===== config.mk =====
export PLATFORM = sky130hd
export DESIGN_NAME = pong_match_engine
export DESIGN_NICKNAME = d
export VERILOG_FILES = /design/src/rtl/pong_match_engine.sv
export SDC_FILE = /design/constraint.sdc
export NUM_CORES = 1
export LEC_CHECK = 0
export CORE_MARGIN = 2
export CORE_UTILIZATION = 52
export DETAILED_ROUTE_END_ITERATION = 6
export HOLD_SLACK_MARGIN = 0.1
export PLACE_DENSITY = 0.81
export RECOVER_POWER = 25
export SYNTH_ARGS = -nofsm -noshare
export SYNTH_HDL_FRONTEND = slang
export SYNTH_SLANG_ARGS = --single-unit

===== constraint.sdc =====
create_clock -name game_clk -period 3.4 [get_ports game_clk]
set_clock_uncertainty 0.1 [all_clocks]
set_input_delay 1.02 -clock game_clk [delete_from_list [all_inputs] [get_ports game_clk]]
set_output_delay 1.02 -clock game_clk [all_outputs]
set_load 0.05 [all_outputs]

===== src/rtl/pong_match_engine.sv =====
// Pong match engine: ball physics, both paddles, scoring and serve/play/point/over sequencing.
// Latency: every output is a register (or decoded from state_q) updated one game_clk tick after its cause.
// Backpressure: none; free-running on the game tick, control inputs sampled on every rising edge.
// Ports: game_clk, reset (async active-low), start, inputA_up/down, inputB_up/down in;
//        x/y_ball, x/y_ball_dir, x_ball_vel, x/y_paddleA/B, scoreA/B, lossA/B, wall_col,
//        paddle_col, game_over, winner, state out.
module pong_match_engine #(
   parameter int COORD_W     = 10,
   parameter int X_LWALL     = 0,
   parameter int X_RWALL     = 640,
   parameter int Y_CEIL      = 0,
   parameter int Y_FLOOR     = 480,
   parameter int BALL_W      = 8,
   parameter int BALL_H      = 8,
   parameter int PAD_W       = 8,
   parameter int PAD_H       = 64,
   parameter int PAD_MARGIN  = 16,
   parameter int PAD_VEL     = 4,
   parameter int BALL_VX0    = 2,
   parameter int BALL_VY     = 2,
   parameter int VX_MAX      = 8,
   parameter int SPEEDUP     = 1,
   parameter int VEL_W       = 4,
   parameter int SCORE_W     = 3,
   parameter int WIN_SCORE   = 7,
   parameter int SERVE_TICKS = 60
) (
   input  logic               game_clk,
   input  logic               reset,
   input  logic               start,
   input  logic               inputA_up,
   input  logic               inputA_down,
   input  logic               inputB_up,
   input  logic               inputB_down,
   output logic [COORD_W-1:0] x_ball,
   output logic [COORD_W-1:0] y_ball,
   output logic               x_ball_dir,
   output logic               y_ball_dir,
   output logic [VEL_W-1:0]   x_ball_vel,
   output logic [COORD_W-1:0] x_paddleA,
   output logic [COORD_W-1:0] x_paddleB,
   output logic [COORD_W-1:0] y_paddleA,
   output logic [COORD_W-1:0] y_paddleB,
   output logic [SCORE_W-1:0] scoreA,
   output logic [SCORE_W-1:0] scoreB,
   output logic               lossA,
   output logic               lossB,
   output logic               wall_col,
   output logic               paddle_col,
   output logic               game_over,
   output logic               winner,
   output logic [1:0]         state
);

   typedef enum logic [1:0] {SERVE = 2'd0, PLAY = 2'd1, POINT = 2'd2, OVER = 2'd3} state_t;

   localparam int X_CTR   = (X_LWALL + X_RWALL) / 2 - BALL_W / 2;
   localparam int Y_CTR   = (Y_CEIL + Y_FLOOR) / 2 - BALL_H / 2;
   localparam int PAD_CTR = (Y_CEIL + Y_FLOOR) / 2 - PAD_H / 2;
   localparam int XA      = X_LWALL + PAD_MARGIN;
   localparam int XB      = X_RWALL - PAD_MARGIN - PAD_W;
   localparam int XA_FACE = XA + PAD_W;      // ball x resting against A's face
   localparam int XB_FACE = XB - BALL_W;     // ball x resting against B's face
   localparam int X_MAXB  = X_RWALL - BALL_W;
   localparam int Y_MAXB  = Y_FLOOR - BALL_H;
   localparam int Y_MAXP  = Y_FLOOR - PAD_H;
   localparam int CNT_W   = $clog2(SERVE_TICKS + 1);

   state_t             state_q, state_d;
   logic [CNT_W-1:0]   cnt_q, cnt_d;
   logic [COORD_W-1:0] x_q, x_d, y_q, y_d, pa_q, pa_d, pb_q, pb_d;
   logic               xdir_q, xdir_d, ydir_q, ydir_d;
   logic [VEL_W-1:0]   vx_q, vx_d;
   logic [SCORE_W-1:0] sa_q, sa_d, sb_q, sb_d;
   logic               lossa_q, lossa_d, lossb_q, lossb_d;
   logic               wall_q, wall_d, pad_q, pad_d, winner_q, winner_d;

   // Coordinate maths is done in signed 32-bit so subtractions never underflow.
   int   xi, yi, vxi, ny, vx_up;
   logic hit_a, hit_b;

   function automatic logic [COORD_W-1:0] pad_next(input logic [COORD_W-1:0] p,
                                                   input logic up, input logic dn);
      int n;
      n = int'(p);
      if (up && !dn)      n = (n - PAD_VEL < Y_CEIL) ? Y_CEIL : n - PAD_VEL;
      else if (dn && !up) n = (n + PAD_VEL > Y_MAXP) ? Y_MAXP : n + PAD_VEL;
      return COORD_W'(n);
   endfunction

   function automatic logic [SCORE_W-1:0] score_inc(input logic [SCORE_W-1:0] s);
      return (int'(s) >= WIN_SCORE) ? s : s + 1'b1;
   endfunction

   always_comb begin
      state_d  = state_q;
      cnt_d    = cnt_q;
      x_d      = x_q;
      y_d      = y_q;
      xdir_d   = xdir_q;
      ydir_d   = ydir_q;
      vx_d     = vx_q;
      pa_d     = pa_q;
      pb_d     = pb_q;
      sa_d     = sa_q;
      sb_d     = sb_q;
      winner_d = winner_q;
      lossa_d  = 1'b0;
      lossb_d  = 1'b0;
      wall_d   = 1'b0;
      pad_d    = 1'b0;
      xi       = int'(x_q);
      yi       = int'(y_q);
      vxi      = int'(vx_q);
      ny       = yi;
      vx_up    = (SPEEDUP != 0 && vxi < VX_MAX) ? vxi + 1 : vxi;

      // Paddle hit tests use the ball y before this tick's vertical move.
      hit_a = (xi >= XA_FACE) && (xi - vxi <= XA_FACE) &&
              (yi + BALL_H > int'(pa_q)) && (yi < int'(pa_q) + PAD_H);
      hit_b = (xi + BALL_W <= XB) && (xi + BALL_W + vxi >= XB) &&
              (yi + BALL_H > int'(pb_q)) && (yi < int'(pb_q) + PAD_H);

      if (state_q != OVER) begin
         pa_d = pad_next(pa_q, inputA_up, inputA_down);
         pb_d = pad_next(pb_q, inputB_up, inputB_down);
      end

      case (state_q)
         SERVE: begin
            x_d = COORD_W'(X_CTR);
            y_d = COORD_W'(Y_CTR);
            if (cnt_q == CNT_W'(SERVE_TICKS - 1)) begin
               state_d = PLAY;
               cnt_d   = '0;
            end else begin
               cnt_d = cnt_q + 1'b1;
            end
         end
         PLAY: begin
            if (ydir_q) begin
               ny = yi + BALL_VY;
               if (ny >= Y_MAXB) begin ny = Y_MAXB; ydir_d = 1'b0; wall_d = 1'b1; end
            end else begin
               ny = yi - BALL_VY;
               if (ny <= Y_CEIL) begin ny = Y_CEIL; ydir_d = 1'b1; wall_d = 1'b1; end
            end
            y_d = COORD_W'(ny);
            if (!xdir_q) begin
               if (hit_a) begin
                  x_d = COORD_W'(XA_FACE); xdir_d = 1'b1; pad_d = 1'b1; vx_d = VEL_W'(vx_up);
               end else if (xi - vxi <= X_LWALL) begin
                  x_d = COORD_W'(X_LWALL); state_d = POINT; lossa_d = 1'b1; sb_d = score_inc(sb_q);
               end else begin
                  x_d = COORD_W'(xi - vxi);
               end
            end else begin
               if (hit_b) begin
                  x_d = COORD_W'(XB_FACE); xdir_d = 1'b0; pad_d = 1'b1; vx_d = VEL_W'(vx_up);
               end else if (xi + vxi >= X_MAXB) begin
                  x_d = COORD_W'(X_MAXB); state_d = POINT; lossb_d = 1'b1; sa_d = score_inc(sa_q);
               end else begin
                  x_d = COORD_W'(xi + vxi);
               end
            end
         end
         POINT: begin
            // lossb_q is still high during this tick, so it names the scorer (A when set).
            if (lossb_q ? (int'(sa_q) == WIN_SCORE) : (int'(sb_q) == WIN_SCORE)) begin
               state_d  = OVER;
               winner_d = ~lossb_q;
            end else begin
               state_d = SERVE;
               x_d     = COORD_W'(X_CTR);
               y_d     = COORD_W'(Y_CTR);
               vx_d    = VEL_W'(BALL_VX0);
               xdir_d  = lossb_q;   // serve toward whoever conceded
            end
         end
         OVER: begin
            if (start) begin
               state_d  = SERVE;
               cnt_d    = '0;
               sa_d     = '0;
               sb_d     = '0;
               x_d      = COORD_W'(X_CTR);
               y_d      = COORD_W'(Y_CTR);
               vx_d     = VEL_W'(BALL_VX0);
               xdir_d   = 1'b1;
               ydir_d   = 1'b1;
               winner_d = 1'b0;
            end
         end
         default: ;
      endcase
   end

   always_ff @(posedge game_clk or negedge reset) begin
      if (!reset) begin
         state_q  <= SERVE;
         cnt_q    <= '0;
         x_q      <= COORD_W'(X_CTR);
         y_q      <= COORD_W'(Y_CTR);
         xdir_q   <= 1'b1;
         ydir_q   <= 1'b1;
         vx_q     <= VEL_W'(BALL_VX0);
         pa_q     <= COORD_W'(PAD_CTR);
         pb_q     <= COORD_W'(PAD_CTR);
         sa_q     <= '0;
         sb_q     <= '0;
         winner_q <= 1'b0;
         lossa_q  <= 1'b0;
         lossb_q  <= 1'b0;
         wall_q   <= 1'b0;
         pad_q    <= 1'b0;
      end else begin
         state_q  <= state_d;
         cnt_q    <= cnt_d;
         x_q      <= x_d;
         y_q      <= y_d;
         xdir_q   <= xdir_d;
         ydir_q   <= ydir_d;
         vx_q     <= vx_d;
         pa_q     <= pa_d;
         pb_q     <= pb_d;
         sa_q     <= sa_d;
         sb_q     <= sb_d;
         winner_q <= winner_d;
         lossa_q  <= lossa_d;
         lossb_q  <= lossb_d;
         wall_q   <= wall_d;
         pad_q    <= pad_d;
      end
   end

   assign x_ball     = x_q;
   assign y_ball     = y_q;
   assign x_ball_dir = xdir_q;
   assign y_ball_dir = ydir_q;
   assign x_ball_vel = vx_q;
   assign x_paddleA  = COORD_W'(XA);
   assign x_paddleB  = COORD_W'(XB);
   assign y_paddleA  = pa_q;
   assign y_paddleB  = pb_q;
   assign scoreA     = sa_q;
   assign scoreB     = sb_q;
   assign lossA      = lossa_q;
   assign lossB      = lossb_q;
   assign wall_col   = wall_q;
   assign paddle_col = pad_q;
   assign game_over  = (state_q == OVER);
   assign winner     = winner_q;
   assign state      = state_q;

endmodule


==> qor.yml, run 1 <==
timing:
  fmax_ghz: 0.303
  period_needed_ps: 3300
  slew_viol_final: 0
  hold_violations: 0
  finalCritPeriodShare: 0.969
  worst_pin_slew_ps: 1470
  finalSetupViolations: 0
  relSlewSlack: 0.0175
layout:
  diodes: 0
  fillerInstances: 1072
  num-nets-final: 986
  synthToLayoutAreaGrowth_pct: 22.1
  layout_common_cells: "nand2_1, o21ai_0, clkdlybuf4s50_1"
  final_common_cell: "nand2_1"
  design_area_um2: 8010
  fin_cells: 1093
  drive_gt1_frac: 0.154
  final_util: 0.642
yosys:
  syn_area_um2: 6560
  synth_edf_count: 0
  synth_cell_types: 88
  synth_cells: 836
  ys_warn_count: 0
  syn_area_per_cell_um2: 7.85
  ys_seq_area_frac: 0.233
  synth-main-ff-cell: "dfrtp_1"
  ys_ff_latch: 60
  async_flop_share: 1.00
placement:
  place_area_um2: 7460
  dpl.hpwl_mm: 13.5
  place.gp.congestion: 1.02
  port_buffers: 61
  dp_cells: 1070
floorplanning:
  die_h_um: 116
  initial_core_util: 0.526
  core-area_um2: 12500
  dieArea_um2: 13500
  chipWidth_um: 116
  rows: 41
  pin_count: 87
grt:
  grt_pass1_vias: 5798
  grt_max_degree: 28
  antenna_found_initial: 0
  grt-ovfl-total: 0
  grt_pass1_wl_mm: 29.1
  gr-usage-all-layers: 0.270
power:
  p_comb_frac: 0.681
  clkPwrFrac: 0.137
  switching_share: 0.518
  internal_power_mw: 3.63
  vdd_drop_max_mv: 0.449
  p_switching_mw: 3.91
  powerDensity_nw_per_um2: 943
  p_leak_nw: 3.36
  p_seq_frac: 0.182
detailed_routing:
  drt_iter0_markers: 610
  drc_errors: 0
  wl_per_cell_um: 17.1
  vias: 6685
  first_pass_iters: 5
  vias_per_cell: 6.12
  wl_mm: 18.7
  ant_nets: 0
run:
  maxCapViolCount: 0
setup_path:
  worst_ep_required_time_ps: 3550
  startpoint_type: "flip-flop"
  cp-end-kind: "flip-flop"
  crit_fanout: 7
  path_class: "reg -> reg"
  worst_ep_arrival_time_ps: 3450
clock_tree:
  cts_made_buffers: 9
  cts-root-buf: "clkbuf_16"
  tritoncts: "done"
  path_clk_slew_ps: 60
  cts-htree-levels: 3
  clock-sinks: 60
  holdBufCountCts: 0
  clockBufferDepth: 2
  insertion_delay_ps: 340
outcome:
  outcome: "complete, no violations"
worst_hold_path:
  hp-class: "reg -> reg"
[power by group through the flow]
| stage | logic (mW) | registers (mW) | clock network, mW |
|---|---|---|---|
| finish | 5.14 | 1.37 | 1.03 |
| floorplan | 2.88 | 1.98 | 0 |
| CTS | 4.91 | 1.35 | 1.05 |
| global route | 5.58 | 1.41 | 1.08 |
| global placement | 4.79 | 1.35 | 0 |
| detailed placement | 4.84 | 1.36 | 0 |
[layout make-up]
type	count	area, um2	share of cell area
clock inverter	5	83.8	0.0105
clock buffer	11	253	0.0316
multi-input combinational	675	4720	0.590
sequential	60	1530	0.191
tap	172	215	0.0269
inverter	58	218	0.0272
timing repair buffer	112	990	0.124
[flip-flops by register name (all words and copies together), names as in the netlist]
signal / flops
x_ball: 10
lossB: 1
y_ball: 9
y_paddleB: 8
paddle_col: 1
winner: 1
y_ball_dir: 1
x_ball_vel: 4
cnt_q: 6
state: 2
lossA: 1
x_ball_dir: 1
y_paddleA: 8
wall_col: 1
scoreB: 3
scoreA: 3
[cells in the mapped netlist, types with 10 or more instances]
library cell	n	share of area
clkbuf_1	29	0.017
and3_1	15	0.014
nand2_1	82	0.047
nor2_1	58	0.033
o21ai_0	64	0.049
nand4_1	17	0.016
buf_4	26	0.030
nor3_1	17	0.013
xnor2_1	19	0.025
mux2i_1	12	0.018
nand3_1	35	0.027
inv_1	56	0.032
a31oi_1	13	0.012
a211oi_1	11	0.013
o31ai_1	10	0.011
ha_1	61	0.12
dfstp_2	19	0.076
dfrtp_1	41	0.16
and2_1	10	0.0095
a21oi_1	46	0.035
o211ai_1	10	0.011
[critical path, stage by stage, from the launching register on]
cell and delay [ps]:
dfstp_2 580, buf_4 160, nand3_1 120, xnor2_1 260
ha_1 300, and4_1 180, and3_4 180, nand2b_1 150
o221ai_2 180, o211a_1 250, nand2_4 90, or2_4 320
nand4_4 130, mux2i_1 200
[path summary, 6_finish.rpt]
path	startpoint	end	slack, ps	depth (start not counted)
setup / recovery	y_ball[3]	scoreA[1]	100	13
hold / removal	cnt_q[5]	cnt_q[5]	390	1
setup reg to reg	y_ball[3]	scoreA[1]	100	13
hold reg to reg	cnt_q[5]	cnt_q[5]	390	1
max in group asynchronous	reset	y_paddleA[5]	650	2
min in group asynchronous	reset	cnt_q[4]	930	1
[cell families (layout without fill, tap and decap cells)]
kind of cell               count (synthesis)  count (layout)  share of synthesized area
muxes                                     14              14                     0.0217
and+or+nand+nor                          293             293                      0.227
other                                      2              25                    0.00115
DFF                                       60              60                      0.233
xor gates and xnor gates                  28              28                     0.0374
adders and majority gates                 63              63                      0.122
AOI/OAI and AO/OA                        252             252                      0.267
buffers and inverters                    124             186                     0.0899
[metal layers]
metal	up-vias	global-route usage	share of wire
met2	316	0.422	0.47
li1	3180	-	-
met1	3155	0.386	0.44
met4	0	0.102	0.020
met5	-	0	0
met3	34	0.0301	0.074
[timing repair]
item | CTS | global route
setup buffers | 0 | 7
setup endpoints to repair | 9 | 25
gates resized for setup | 3 | 25
pin swaps | 0 | 13
[per-stage QoR]
| step | power (mW) | TNS [ps] | hold WS (ps) | setup WS [ps] |
|---|---|---|---|---|
| 6_report | 7.55 | 0 | 391 | 104 |
| 5_1_grt | 8.07 | -512 | 421 | -64.7 |
| 4_1_cts | 7.31 | 0 | 397 | 8.55 |
| 3_5_place_dp | 6.20 | -251 | 383 | -104 |
| 3_3_place_gp | 6.14 | 0 | 385 | 49.0 |
| 2_1_floorplan | 4.86 | 0 | 351 | 6.78 |
No activity file was read; power rests on OpenSTA's default activity.
==> run 2, diff against run 1 <==
--- a/constraint.sdc
+++ b/constraint.sdc
@@ -4,2 +4,2 @@
 set_output_delay 1.02 -clock game_clk [all_outputs]
-set_load 0.05 [all_outputs]
+set_load 0.01 [all_outputs]
==> qor.yml, run 2 (synthesis results as in run 1) <==
placement:
  dp_cells: 1074
  dpl.hpwl_mm: 13.6
  port_buffers: 61
  place.gp.congestion: 0.999
clock_tree:
  cts_made_buffers: 9
  cts-htree-levels: 3
  path_clk_slew_ps: 60
  clockBufferDepth: 2
  clock-sinks: 60
  insertion_delay_ps: 350
  cts-root-buf: "clkbuf_16"
  holdBufCountCts: 0
  tritoncts: "done"
detailed_routing:
  ant_nets: 0
  wl_per_cell_um: 17.6
  wl_mm: 19.2
  vias_per_cell: 6.22
  drc_errors: 0
  first_pass_iters: 6
  vias: 6784
  drt_iter0_markers: 684
grt:
  antenna_found_initial: 0
  grt_pass1_wl_mm: 30.6
  grt_max_degree: 28
  grt_pass1_vias: 6208
  gr-usage-all-layers: 0.282
  grt-ovfl-total: 0
layout:
  drive_gt1_frac: 0.151
  largest_reg_flops: 10
  final_common_cell: "nand2_1"
  fin_cells: 1091
  synthToLayoutAreaGrowth_pct: 20.5
  final_util: 0.634
  multi_input_area_um2: 4700
  seq_area_um2: 1530
  diodes: 0
  num-nets-final: 985
  layout_common_cells: "nand2_1, o21ai_0, clkdlybuf4s50_1"
  fillerInstances: 1061
power:
  p_leak_nw: 3.30
  power_mw: 6.76
  powerDensity_nw_per_um2: 855
  vdd_drop_max_mv: 0.423
outcome:
  outcome: "complete, no violations"
floorplanning:
  rows: 41
  pin_count: 87
  core-area_um2: 12500
  dieArea_um2: 13500
  die_h_um: 116
  chipWidth_um: 116
  initial_core_util: 0.526
setup_path:
  r2r_end: "scoreB[2]"
  rrSetupSlack_ps: 60
  cp-end-kind: "flip-flop"
  startpoint_type: "flip-flop"
  worst_ep_arrival_time_ps: 3460
  worst_ep_required_time_ps: 3520
  crit_path_end: "scoreB[2]"
  crit_fanout: 7
  ff2ff_path_depth: 12
  cp-startpoint: "x_ball[2]"
  worstReg2RegStart: "x_ball[2]"
  path_class: "reg -> reg"
worst_hold_path:
  hp-class: "reg -> reg"
run:
  maxCapViolCount: 0
timing:
  period_needed_ps: 3340
  tns_ps: 0
  finalCritPeriodShare: 0.981
  relSlewSlack: 0.0349
  rsz0062_at_grt: "true"
  hold_violations: 0
  worst_pin_slew_ps: 1450
  slew_viol_final: 0
  finalSetupViolations: 0
  fmax_ghz: 0.300
  whs_ps: 385
run 2: per-stage QoR:
step / area (um2) / setup WS [ps]
2_1_floorplan: 6650 / 55.9
3_3_place_gp: 7450 / 126
3_5_place_dp: 7450 / -32.1
4_1_cts: 7730 / 32.5
5_1_grt: 7900 / -134
6_report: 7900 / 64.4
run 2: report_power, final:
part           internal [mW]  leakage (nW)  switching, mW
logic                   1.94          2.46           2.57
registers               1.00         0.721          0.387
clock network          0.488         0.124          0.362
total                   3.43          3.30           3.32
run 2: cell type report:
type | count | share of cell area
clock inverters | 6 | 0.00522
repair buffers | 111 | 0.123
multi-input cells | 675 | 0.595
flip-flops and latches | 60 | 0.193
clock buffers | 9 | 0.0285
well taps | 172 | 0.0272
inverters | 58 | 0.0275
run 2: routing by layer:
layer	global-route usage	wire [um]	vias to the layer above	part of all wire
met5	0	0	-	0
met4	0.0976	464	0	0.024
met3	0.0389	1530	42	0.080
met2	0.454	8960	368	0.47
met1	0.391	8220	3210	0.43
li1	-	-	3164	-
run 2: worst min-delay path by stage:
stage | start | endpoint | slack [ps] | cells past startpoint
final | cnt_q[5] | cnt_q[5] | 390 | 1
after global routing | cnt_q[5] | cnt_q[5] | 430 | 1
after CTS | cnt_q[5] | cnt_q[5] | 390 | 1
after detailed placement | cnt_q[5] | cnt_q[5] | 380 | 1
after global placement | cnt_q[5] | cnt_q[5] | 370 | 1
after floorplan | cnt_q[5] | cnt_q[5] | 350 | 1
run 2: what timing repair did:
item | in CTS | in global routing
pin swaps | 0 | 9
gates resized for setup | 2 | 29
setup buffers | 0 | 2
endpoints found under the setup margin | 5 | 23
run 2: worst max-delay path, stage by stage (launching register included):
cell      delay (ps)
dfstp_2          580
ha_1             270
buf_4            160
nor2_1           220
a211oi_4         110
nor4_1           460
a211oi_2         130
nor3_2           250
nor2_2            70
buf_4            160
nor4_4           300
nand3b_1         220
mux2i_1          160
==> run 3, diff against run 2 <==
CORE_ASPECT_RATIO = 0.8   (was not set)
CORE_UTILIZATION = 62   (was 52)
PLACE_DENSITY = 0.9   (was 0.81)
clock period = 3.9 ns   (was 3.4 ns; I/O delays follow)
==> qor.yml, run 3 (synthesis results as in run 1) <==
clock_tree:
  path_clk_slew_ps: 60
  tritoncts: "done"
  holdBufCountCts: 0
  cts-htree-levels: 3
  cts-root-buf: "clkbuf_16"
  clock-sinks: 60
  clockBufferDepth: 2
  insertion_delay_ps: 340
  cts_made_buffers: 9
setup_path:
  worst_ep_required_time_ps: 3980
  path_cells: "and3_1 > and2_1 > nand2_1 > xnor2_1 > ha_1 > and4b_1 > and3_1 > nand2b_1 > o221ai_1 > o211a_1 > nand2_2 > o21ai_1 > or4b_1 > o311ai_1"
  startpoint_type: "flip-flop"
  worst_ep_arrival_time_ps: 3800
  cp_slowest_cell: "dfstp_2"
  cp_top_family: "simple AND/OR/NAND/NOR gates"
  ff2ff_path_depth: 14
  worstReg2RegStart: "y_ball[7]"
  r2r_end: "x_ball[7]"
  path_class: "reg -> reg"
  crit_fanout: 11
  rrSetupSlack_ps: 180
  slowest_delay_ps: 670
  crit_top_cell: "and3_1"
  cp-end-kind: "flip-flop"
  crit_buf_inv: 0
grt:
  grt-ovfl-total: 0
  antenna_found_initial: 0
  grt_pass1_vias: 5917
  grt_pass1_wl_mm: 29.3
  grt_max_degree: 61
  gr-usage-all-layers: 0.322
timing:
  period_needed_ps: 3720
  slew_viol_final: 61
  setup_ws_ps: 180
  finalSetupViolations: 0
  relSlewSlack: -0.0407
  rsz0062_at_grt: "false"
  hold_violations: 0
  worst_pin_slew_ps: 1560
  fmax_ghz: 0.269
  finalCritPeriodShare: 0.954
  tns_ps: 0
placement:
  dpl.hpwl_mm: 13.3
  place.gp.congestion: 0.974
  port_buffers: 61
  dpl_worst_slack_ps: 207
power:
  p_seq_frac: 0.236
  clkPwrFrac: 0.139
  p_switching_mw: 2.78
  vdd_drop_max_mv: 0.414
  p_comb_frac: 0.626
  p_leak_nw: 3.10
  powerDensity_nw_per_um2: 752
  internal_power_mw: 2.81
  switching_share: 0.498
floorplanning:
  initial_core_util: 0.638
  die_h_um: 96.0
  pin_count: 87
  dieArea_um2: 11400
  rows: 33
  core-area_um2: 10300
  chipWidth_um: 119
layout:
  diodes: 0
  synthToLayoutAreaGrowth_pct: 13.3
  final_common_cell: "nand2_1"
  largest_reg_flops: 10
  drive_gt1_frac: 0.0941
  fillerInstances: 783
  seq_area_um2: 1530
  layout_common_cells: "nand2_1, o21ai_0, ha_1"
  num-nets-final: 947
  multi_input_area_um2: 4530
detailed_routing:
  ant_nets: 0
  first_pass_iters: 6
  vias: 6615
  vias_per_cell: 6.47
  drc_errors: 0
  drt_iter0_markers: 609
  wl_per_cell_um: 17.8
  wl_mm: 18.2
outcome:
  outcome: "complete, but fails checks"
  violations: "max-capacitance violations, max-slew violations"
worst_hold_path:
  min_path_cells: 1
  hp-start: "cnt_q[5]"
  hp-class: "reg -> reg"
  min_to: "cnt_q[5]"
run:
  maxCapViolCount: 1
==> run 3: cell count changes in the layout (fill, tap and decap cells not counted), moves of 2 or more <==
cell,change
clkinvlp_4,-2
xnor2_2,-2
clkinv_4,+2
ha_4,-2
ha_1,+3
a211oi_2,-2
clkbuf_1,-3
a211oi_1,+4
xnor2_1,+2
buf_4,-36
a211oi_4,-2
==> run 3: through the flow <==
step | instance area [um2] | utilization | hold WS, ps | power (mW) | cells
5_1_grt | 7430 | 0.723 | 420 | 6.03 | 1022
4_1_cts | 7430 | 0.723 | 388 | 5.51 | 1022
3_3_place_gp | 7140 | 0.695 | 378 | 4.59 | 1006
6_report | 7430 | 0.723 | 392 | 5.59 | 1022
2_1_floorplan | 6650 | - | 351 | 3.64 | 859
3_5_place_dp | 7140 | 0.695 | 376 | 4.68 | 1006
==> run 3: final cells by class <==
type	count	share of cell area
tap	140	0.0236
timing repair buffer	73	0.0933
multi-input combinational	675	0.610
clock inverter	6	0.00640
sequential	60	0.205
clock buffer	10	0.0322
inverter	58	0.0293
==> run 3: worst max path at each step <==
stage | start | to | cells after the start
4_1_cts | y_ball[7] | state[1] | 14
3_3_place_gp | y_ball[7] | state[1] | 14
3_5_place_dp | y_ball[7] | state[1] | 14
5_1_grt | y_ball[3] | x_ball_vel[1] | 13
2_1_floorplan | y_ball[7] | x_ball_vel[3] | 15
6_report | y_ball[7] | x_ball[7] | 14
==> run 3: metal layers <==
metal,up-vias,part of all wire,GRT usage
met3,50,0.10,0.0806
met4,0,0.026,0.127
met2,396,0.44,0.490
met5,-,0,0
li1,3097,-,-
met1,3072,0.43,0.442
==> run 3: timing repair <==
| action | 4_1_cts | 5_1_grt |
|---|---|---|
| buffers inserted | 0 | 0 |
| setup endpoints to repair | 0 | 2 |
| resized for setup | 0 | 1 |
==> run 3: power groups by stage <==
stage	Clock, mW	Combinational (mW)	Sequential [mW]
6_report	0.776	3.50	1.32
5_1_grt	0.810	3.86	1.36
4_1_cts	0.780	3.42	1.30
3_3_place_gp	0	3.29	1.30
2_1_floorplan	0	2.44	1.20
3_5_place_dp	0	3.38	1.31
